### src/rtl/fetch_pkg.sv
// Shared types and constants for the instruction fetch unit.
// The optional jump shortcut is enabled by defining FETCH_JUMP_EN.
package fetch_pkg;

  typedef enum logic [1:0] {
    IDLE = 2'd0,
    REQ  = 2'd1,
    HOLD = 2'd2,
    DROP = 2'd3
  } fetch_state_e;

  localparam logic [31:0] NOP              = 32'h0000_0000;
  localparam logic [5:0]  OPC_J            = 6'b000010;
  localparam logic [31:0] DEFAULT_RESET_PC = 32'h0000_0000;

  function automatic logic is_jump(input logic [31:0] instr);
    return instr[31:26] == OPC_J;
  endfunction

  function automatic logic [31:0] jump_target(input logic [31:0] pc_plus4,
                                              input logic [31:0] instr);
    return {pc_plus4[31:28], instr[25:0], 2'b00};
  endfunction

endpackage

### src/rtl/fetch_unit_if.sv
// Instruction-memory read channel between the fetch unit (master) and memory (slave).
interface fetch_unit_if;
  logic        imem_req;
  logic [31:0] imem_addr;
  logic        imem_ack;
  logic [31:0] imem_rdata;

  modport master (output imem_req, imem_addr, input  imem_ack, imem_rdata);
  modport slave  (input  imem_req, imem_addr, output imem_ack, imem_rdata);
endinterface

### src/rtl/ifid_reg.sv
// IF/ID pipeline register: flush beats load, load beats hold, otherwise a bubble.
module ifid_reg
  import fetch_pkg::*;
(
  input  logic        clk,
  input  logic        rst,
  input  logic        load,
  input  logic        hold,
  input  logic        flush,
  input  logic [31:0] instr_in,
  input  logic [31:0] pc4_in,
  output logic [31:0] instr,
  output logic [31:0] pc4,
  output logic        valid
);

  logic [31:0] instr_q, instr_d;
  logic [31:0] pc4_q, pc4_d;
  logic        valid_q, valid_d;

  always_comb begin
    instr_d = instr_q;
    pc4_d   = pc4_q;
    valid_d = valid_q;
    if (flush || (!load && !hold)) begin
      instr_d = NOP;
      pc4_d   = 32'h0;
      valid_d = 1'b0;
    end else if (load) begin
      instr_d = instr_in;
      pc4_d   = pc4_in;
      valid_d = 1'b1;
    end
  end

  always_ff @(posedge clk or negedge rst) begin
    if (!rst) begin
      instr_q <= NOP;
      pc4_q   <= 32'h0;
      valid_q <= 1'b0;
    end else begin
      instr_q <= instr_d;
      pc4_q   <= pc4_d;
      valid_q <= valid_d;
    end
  end

  assign instr = instr_q;
  assign pc4   = pc4_q;
  assign valid = valid_q;

endmodule

### src/rtl/fetch_unit.sv
// Instruction fetch unit: PC, request FSM, one-entry hold buffer and IF/ID register.
// Define FETCH_JUMP_EN to redirect the PC on an accepted j instruction.
module fetch_unit
  import fetch_pkg::*;
#(
  parameter logic [31:0] RESET_PC = DEFAULT_RESET_PC
) (
  input  logic                clk,
  input  logic                rst,
  fetch_unit_if.master        imem,
  input  logic                stall,
  input  logic                PCSrcID,
  input  logic [31:0]         branch_target,
  output logic [31:0]         Instruction,
  output logic [31:0]         pc_plus4_id,
  output logic                valid_id
);

  fetch_state_e state_q, state_d;
  logic [31:0]  pc_q, pc_d;
  logic [31:0]  drop_addr_q, drop_addr_d;
  logic [31:0]  hold_q, hold_d;
  logic         req_c, load_c, flush_c;
  logic [31:0]  pc_plus4, deliver_instr, next_pc;

  assign pc_plus4      = pc_q + 32'd4;
  assign deliver_instr = (state_q == HOLD) ? hold_q : imem.imem_rdata;

`ifdef FETCH_JUMP_EN
  assign next_pc = is_jump(deliver_instr) ? jump_target(pc_plus4, deliver_instr) : pc_plus4;
`else
  assign next_pc = pc_plus4;
`endif

  always_comb begin
    state_d     = state_q;
    pc_d        = pc_q;
    drop_addr_d = drop_addr_q;
    hold_d      = hold_q;
    req_c       = 1'b0;
    load_c      = 1'b0;
    flush_c     = 1'b0;
    case (state_q)
      IDLE: state_d = REQ;
      REQ: begin
        req_c = 1'b1;
        if (imem.imem_ack) begin
          if (stall) begin
            hold_d  = imem.imem_rdata;
            state_d = HOLD;
          end else begin
            load_c = 1'b1;
            pc_d   = next_pc;
          end
        end
      end
      HOLD: begin
        if (!stall) begin
          load_c  = 1'b1;
          pc_d    = next_pc;
          state_d = REQ;
        end
      end
      DROP: begin
        req_c = 1'b1;
        if (imem.imem_ack) state_d = REQ;
      end
      default: state_d = IDLE;
    endcase
    // A redirect overrides everything above; an unacked request must still be drained.
    if (PCSrcID) begin
      pc_d    = branch_target & ~32'h3;
      flush_c = 1'b1;
      load_c  = 1'b0;
      hold_d  = NOP;
      if (state_q == REQ && !imem.imem_ack) begin
        state_d     = DROP;
        drop_addr_d = pc_q;
      end else if (state_q == DROP && !imem.imem_ack) begin
        state_d = DROP;
      end else begin
        state_d = REQ;
      end
    end
  end

  always_ff @(posedge clk or negedge rst) begin
    if (!rst) begin
      state_q     <= IDLE;
      pc_q        <= RESET_PC;
      drop_addr_q <= RESET_PC;
      hold_q      <= NOP;
    end else begin
      state_q     <= state_d;
      pc_q        <= pc_d;
      drop_addr_q <= drop_addr_d;
      hold_q      <= hold_d;
    end
  end

  assign imem.imem_req  = req_c;
  assign imem.imem_addr = (state_q == DROP) ? drop_addr_q : pc_q;

  ifid_reg u_ifid (
    .clk      (clk),
    .rst      (rst),
    .load     (load_c),
    .hold     (stall),
    .flush    (flush_c),
    .instr_in (deliver_instr),
    .pc4_in   (pc_plus4),
    .instr    (Instruction),
    .pc4      (pc_plus4_id),
    .valid    (valid_id)
  );

endmodule
### src/flat_wrapper.sv
// flat-port wrapper written by rule: the top's interface ports become plain ports
module fetch_unit_flat import fetch_pkg::*;
#(
  parameter logic [31:0] RESET_PC = DEFAULT_RESET_PC
)
  (clk, rst, stall, PCSrcID, branch_target, Instruction, pc_plus4_id, valid_id, imem_imem_req, imem_imem_addr, imem_imem_ack, imem_imem_rdata);
  fetch_unit_if imem_i ();
  input  logic clk;
  input  logic rst;
  input  logic stall;
  input  logic PCSrcID;
  input  logic [31:0] branch_target;
  output logic [31:0] Instruction;
  output logic [31:0] pc_plus4_id;
  output logic valid_id;
  output wire logic [$bits(imem_i.imem_req)-1:0] imem_imem_req;
  output wire logic [$bits(imem_i.imem_addr)-1:0] imem_imem_addr;
  input wire logic [$bits(imem_i.imem_ack)-1:0] imem_imem_ack;
  input wire logic [$bits(imem_i.imem_rdata)-1:0] imem_imem_rdata;
  assign imem_imem_req = imem_i.imem_req;
  assign imem_imem_addr = imem_i.imem_addr;
  assign imem_i.imem_ack = imem_imem_ack;
  assign imem_i.imem_rdata = imem_imem_rdata;
  fetch_unit #(.RESET_PC(RESET_PC)) u_core (.clk(clk), .rst(rst), .imem(imem_i), .stall(stall), .PCSrcID(PCSrcID), .branch_target(branch_target), .Instruction(Instruction), .pc_plus4_id(pc_plus4_id), .valid_id(valid_id));
endmodule
### config.mk
export PLATFORM = sky130hd
export DESIGN_NAME = fetch_unit_flat
export DESIGN_NICKNAME = d
export VERILOG_FILES = /design/src/rtl/fetch_pkg.sv /design/src/rtl/fetch_unit_if.sv /design/src/rtl/ifid_reg.sv /design/src/rtl/fetch_unit.sv /design/src/flat_wrapper.sv
export SDC_FILE = /design/constraint.sdc
export NUM_CORES = 1
export LEC_CHECK = 0
export CAP_MARGIN = 15
export CORE_MARGIN = 5
export CORE_UTILIZATION = 30
export DETAILED_ROUTE_END_ITERATION = 8
export GPL_TIMING_DRIVEN = 0
export PLACE_DENSITY_LB_ADDON = 0.12
export SLEW_MARGIN = 30
export SYNTH_ARGS = -nofsm -noshare
export SYNTH_HDL_FRONTEND = slang
export SYNTH_SLANG_ARGS = --single-unit
### constraint.sdc
create_clock -name clk -period 2.5 [get_ports clk]
set_input_delay 0.375 -clock clk [delete_from_list [all_inputs] [get_ports clk]]
set_output_delay 0.375 -clock clk [all_outputs]
set_load 0.02 [all_outputs]
# Yosys cells after proc, flatten, opt, wreduce, memory -nomap -nowiden
# Index checks and enable logic that the tools add are counted.
[word_totals]
in_bits = 69
ff_bits = 163
[classes]
n_addsub = 1
muxes = 30
reduce_logical = 18
eq_ne = 7
[op_table]
columns = ["op", "n"]
rows = [
  ["two-way mux 32 bit", 13],
  ["case mux 32 bit (2 select lines)", 1],
  ["adder 32 x 3 -> 32 bit, second input constant", 1],
  ["two-way mux 2 bit", 7],
  ["inequality test 3 bit, second input constant", 4],
  ["case mux 2 bit (4 select lines)", 1],
  ["nonzero test 2 bit", 4],
  ["two-way mux 1 bit", 7],
  ["equality test 2 bit, second input constant", 2],
  ["AND reduction 2 bit", 2],
  ["AND reduction 4 bit", 1],
  ["logical AND 1 bit", 3],
  ["logical NOT 1 bit", 3],
  ["AND reduction 3 bit", 1],
  ["nonzero test 3 bit", 1],
  ["equality test 2 x 1 -> 1 bit, second input constant", 1],
  ["logical NOT 2 bit", 1],
  ["case mux 1 bit (2 select lines)", 1],
  ["OR reduction 2 bit", 1],
  ["logical OR 1 bit", 1],
]

# Logic depth before layout (Yosys ltp)
[depth]
ltp_word = 8
depth_mapped = 9

# Hierarchy
# From an unflattened synthesis, not the netlist that was laid out.
[unflattened]
cells_unflattened = 807
hier_area_um2 = 8260.4
[modules_own_cells]
columns = ["mod", "area_per_inst_um2", "seq_area_each_um2", "cells_each", "instances"]
rows = [
  ["fetch_unit", 5434.0, 2352.3, 520, 1],
  ["ifid_reg", 2826.5, 1626.6, 287, 1],
]

# Worst setup path after synthesis
# No wires, ideal clock.
[synth_path]
path_type = "register to register"
start = "register u_core.pc_q[2]"
end = "register u_core.pc_q[22]"
synth_period_minus_slack_ps = 1956
slack_ps = 544
arrival_ps = 1832
stages_incl_launch_ff = 7
setup_ps = 124
path_cell_list = "dfrtp_1 -> ha_1 -> nand3_2 -> or4_4 -> nor4_4 -> xnor2_1 -> o21ai_2"
[synth_between]
elab_chain_cells = 5
[synth_rtl]
columns = ["item", "line", "text"]
rows = [
  ["start, declared", "fetch_unit.sv:20", "logic [31:0] pc_q, pc_d;"],
  ["start signal, assigned", "fetch_unit.sv:95", "pc_q <= pc_d;"],
  ["adder 32 x 3 -> 32 bit (*)", "fetch_unit.sv:26", "assign pc_plus4 = pc_q + 32'd4;"],
  ["two-way mux 32 bit (*)", "fetch_unit.sv:48, fetch_unit.sv:58", ""],
  ["two-way mux 32 bit", "fetch_unit.sv:47", "if (imem.imem_ack) begin"],
  ["case mux 32 bit (2 select lines) (*)", "fetch_unit.sv:43", "case (state_q)"],
  ["two-way mux 32 bit (*)", "fetch_unit.sv:71", "if (PCSrcID) begin"],
]
# Every way passes the cells marked *; elsewhere a longest branch is shown, timed or not. The select of a mux whose other input is x is not followed.
# A chain may end at the register's enable or synchronous reset.

# Worst setup path in the final report
[layout_path]
start = "register u_core.state_q[0]"
end = "output imem_imem_addr[14]"
[layout_between]
elab_chain_cells = 2
[layout_rtl]
columns = ["item", "line", "text"]
rows = [
  ["start, declared", "fetch_unit.sv:19", "fetch_state_e state_q, state_d;"],
  ["start signal, assigned", "fetch_unit.sv:94", "state_q <= state_d;"],
  ["equality test 2 bit", "fetch_unit.sv:102", "assign imem.imem_addr = (state_q == DROP) ? drop_addr_q : pc_q;"],
  ["two-way mux 32 bit", "fetch_unit.sv:102", ""],
  ["end, declared", "flat_wrapper.sv:17", "output wire logic [$bits(imem_i.imem_addr)-1:0] imem_imem_addr;"],
]
# No other way between the ends.

==> flow_summary.toml <==
[critical_path]
critPathKind = "reg2out"
cp_max_fo = 10
crit_required_ns = 2.12
crit_arrival_ns = 1.97
crit_path_end_kind = "primary output"
cp-start-kind = "register"

[die]
io_pins = 167
rows = 59
start_util_pct = 30.3
core_um2 = 25900
die_w_um = 172
die-area_um2 = 29500
die_h_um = 172

[final_layout]
instances_no_fill = 1318
layout_commonest_cell = "dfrtp_1"
area_growth_pct = 34.7
fin_nets = 1043
final_cell_mix = "156 x dfrtp_1, 155 x nand2_1, 128 x clkdlybuf4s50_1, 123 x o21ai_0, 57 x mux2_2"
fin_util_pct = 40.8
num-fill-cells = 2574
drive_above_1_share_pct = 13.7

[global_route]
grt_antenna_before_repair = 1
grt_pass1_wl_um = 35900
grtUsageTotal_pct = 15.6
grt.overflow.total = 0
grt_max_degree = 68
grt_pass1_vias = 6247

[placement]
io_buffers = 159
globalplace.congestion = 0.766
dpl.hpwl_um = 16200
dp.cells = 1287
place_ws_ns = -0.359

[clocking]
cts-root-buf = "clkbuf_16"
insertion_delay_ns = 0.42
clk_pin_slew_ns = 0.07
cts_setup_buffers = 0
cts_sinks = 157
cts_tree = "built"
cts.path.max_buffers = 2
cts_max_level = 4
numCtsBuffers = 17

[yosys]
postSynthCellCount = 788
yosys.area.top_type_share_pct = 50.1
yosys.area.top_type = "dfrtp_1"
synth.avg_cell_area_um2 = 9.96
synth_cell_types = 41
ys_seq_area_share_pct = 50.1
yosys_register_bits = 157
synthesis.area_um2 = 7850
yosys_warnings = 0
post_synth_main_area_contributors = "dfrtp_1 50%, mux2_2 8.2%, o21ai_0 7.8%, nand2_1 7.4%, xor2_1 4.6%"

[route]
antenna_left = 0
dr.pass1.iters = 4
via_per_inst = 4.54
first_iter_violations = 289
drc = 0
vias = 5987
wl_um = 22500
wl_per_cell_um = 17.0

[sta]
layout_min_cycle_time_ns = 2.35
finalWorstSetupSlack_ns = 0.153
max_freq_mhz = 426
hold_viol = 0
max_slew.worst_pin.slew_ns = 0.788
slew-limit-headroom_pct = 47.4
tns_ns = 0
skew_ns = 0.0117
rsz0062_at_grt = "no"
drv_slew = 0
post-route-period-util_pct = 93.9
setup_viol = 0

[min_path]
worstHoldPathType = "in2reg"

[pwr]
p_per_area_nw_per_um2 = 831
ir_drop_uv = 416
leakagePower_uw = 0.00435
power_uw = 8790

[flow_run]
maxCapViolations = 0

[run_status]
status = "complete, no violations"
==> power breakdown <==
group	internal (uW)	switching, uW
clock network	1590	1120
logic	1310	1520
registers	3000	258
total	5900	2890
==> cell families after synthesis <==
family	Yosys count	synth area share, %
compound gates	137	8.85
xor+xnor	57	6.36
fa+ha+maj	5	0.797
buf+inv	77	5.42
flops	157	50.1
mux	89	12.3
other cells	1	0.0478
simple gates	265	16.2
==> synth_stat cells <==
cell type and number:
or3_2 1, or4_1 1, o21ai_2 1, buf_12 1
nor4_1 3, nand2b_1 34, a21o_1 1, buf_2 8
nand3_1 24, a21oi_1 7, nor2b_1 2, nand2_1 155
nand4_4 1, buf_8 3, or2_2 1, mux2_2 57
xor2_1 41, conb_1 1, o21ai_1 3, dlygate4sd1_1 1
nor3_2 1, nand3_2 2, buf_6 5, and4_1 2
xnor2_1 16, nor2_1 13, mux2i_1 32, inv_1 7
or4_4 1, ha_1 5, a31oi_1 2, dfrtp_1 157
nor4_4 2, buf_1 3, and3_1 4, nor3_1 3
clkbuf_1 40, buf_4 9, nand4_1 13, and2_1 2
o21ai_0 123
==> worst max-delay path, stage by stage, from the launching register on <==
cell,delay (ns)
dfrtp_1,0.43
ha_4,0.22
clkbuf_4,0.24
mux2_2,0.35
dlygate4sd2_1,0.32
==> area by class of cell <==
class                   instances  area [um^2]  area share (%)
clock inverters                12          163            1.54
plain buffers                  67          418            3.95
repair buffers                162         1620            15.4
multi-input cells             557         3550            33.6
diodes                          1         2.50          0.0237
clock buffers                  20          437            4.13
well taps                     335          419            3.96
inverters                       7         26.3           0.248
flip-flops and latches        157         3930            37.2
==> registers in the layout, indices dropped and copies added (netlist names) <==
name / flops
u_core.hold_q: 32
u_core.state_q: 2
u_core.drop_addr_q: 30
u_core.u_ifid.instr: 32
u_core.u_ifid.pc4: 30
u_core.pc_q: 30
u_core.u_ifid.valid: 1
==> metrics by stage <==
step                cell area, um^2  hold slack (ns)
floorplan                      7860           0.0794
global placement               9870            0.461
detailed placement             9930            0.282
CTS                           10600            0.380
global route                  10600            0.429
finish                        10600            0.398
==> worst paths after layout <==
check                                                          from                             endpoint  slack (ns)  cells after the start
worst max register to register           u_core.pc_q[2]$_DFFE_PN0P_    u_core.u_ifid.pc4[24]$_DFFE_PN0P_        0.20                      7
worst min register to register  u_core.u_ifid.instr[16]$_DFFE_PN0P_  u_core.u_ifid.instr[16]$_DFFE_PN0P_        0.48                      2
worst min-delay path                                        PCSrcID        u_core.hold_q[22]$_DFFE_PN0P_        0.40                      3
min in group asynchronous                                       rst    u_core.drop_addr_q[7]$_DFFE_PN0P_        0.42                      2
worst max-delay path                  u_core.state_q[0]$_DFFE_PN0P_                   imem_imem_addr[14]        0.15                      4
max in group asynchronous                                       rst        u_core.hold_q[10]$_DFFE_PN0P_        1.40                      3
==> repair_timing <==
| item | 4_1_cts | 5_1_grt |
|---|---|---|
| endpoints found under the hold margin | 36 | 0 |
| resized for setup | 44 | 8 |
| hold buffers | 1 | 0 |
| pin swaps | 0 | 0 |
| setup endpoints to repair | 55 | 76 |
==> metal layers <==
metal  wire (um)  GRT usage (%)  share of wire, %
met1       10800           21.8                48
met2       10600           25.1                47
met3         965           3.24               4.3
met4         148           3.38              0.66
met5           0              0                 0
No activity file was read; power rests on OpenSTA's default activity.
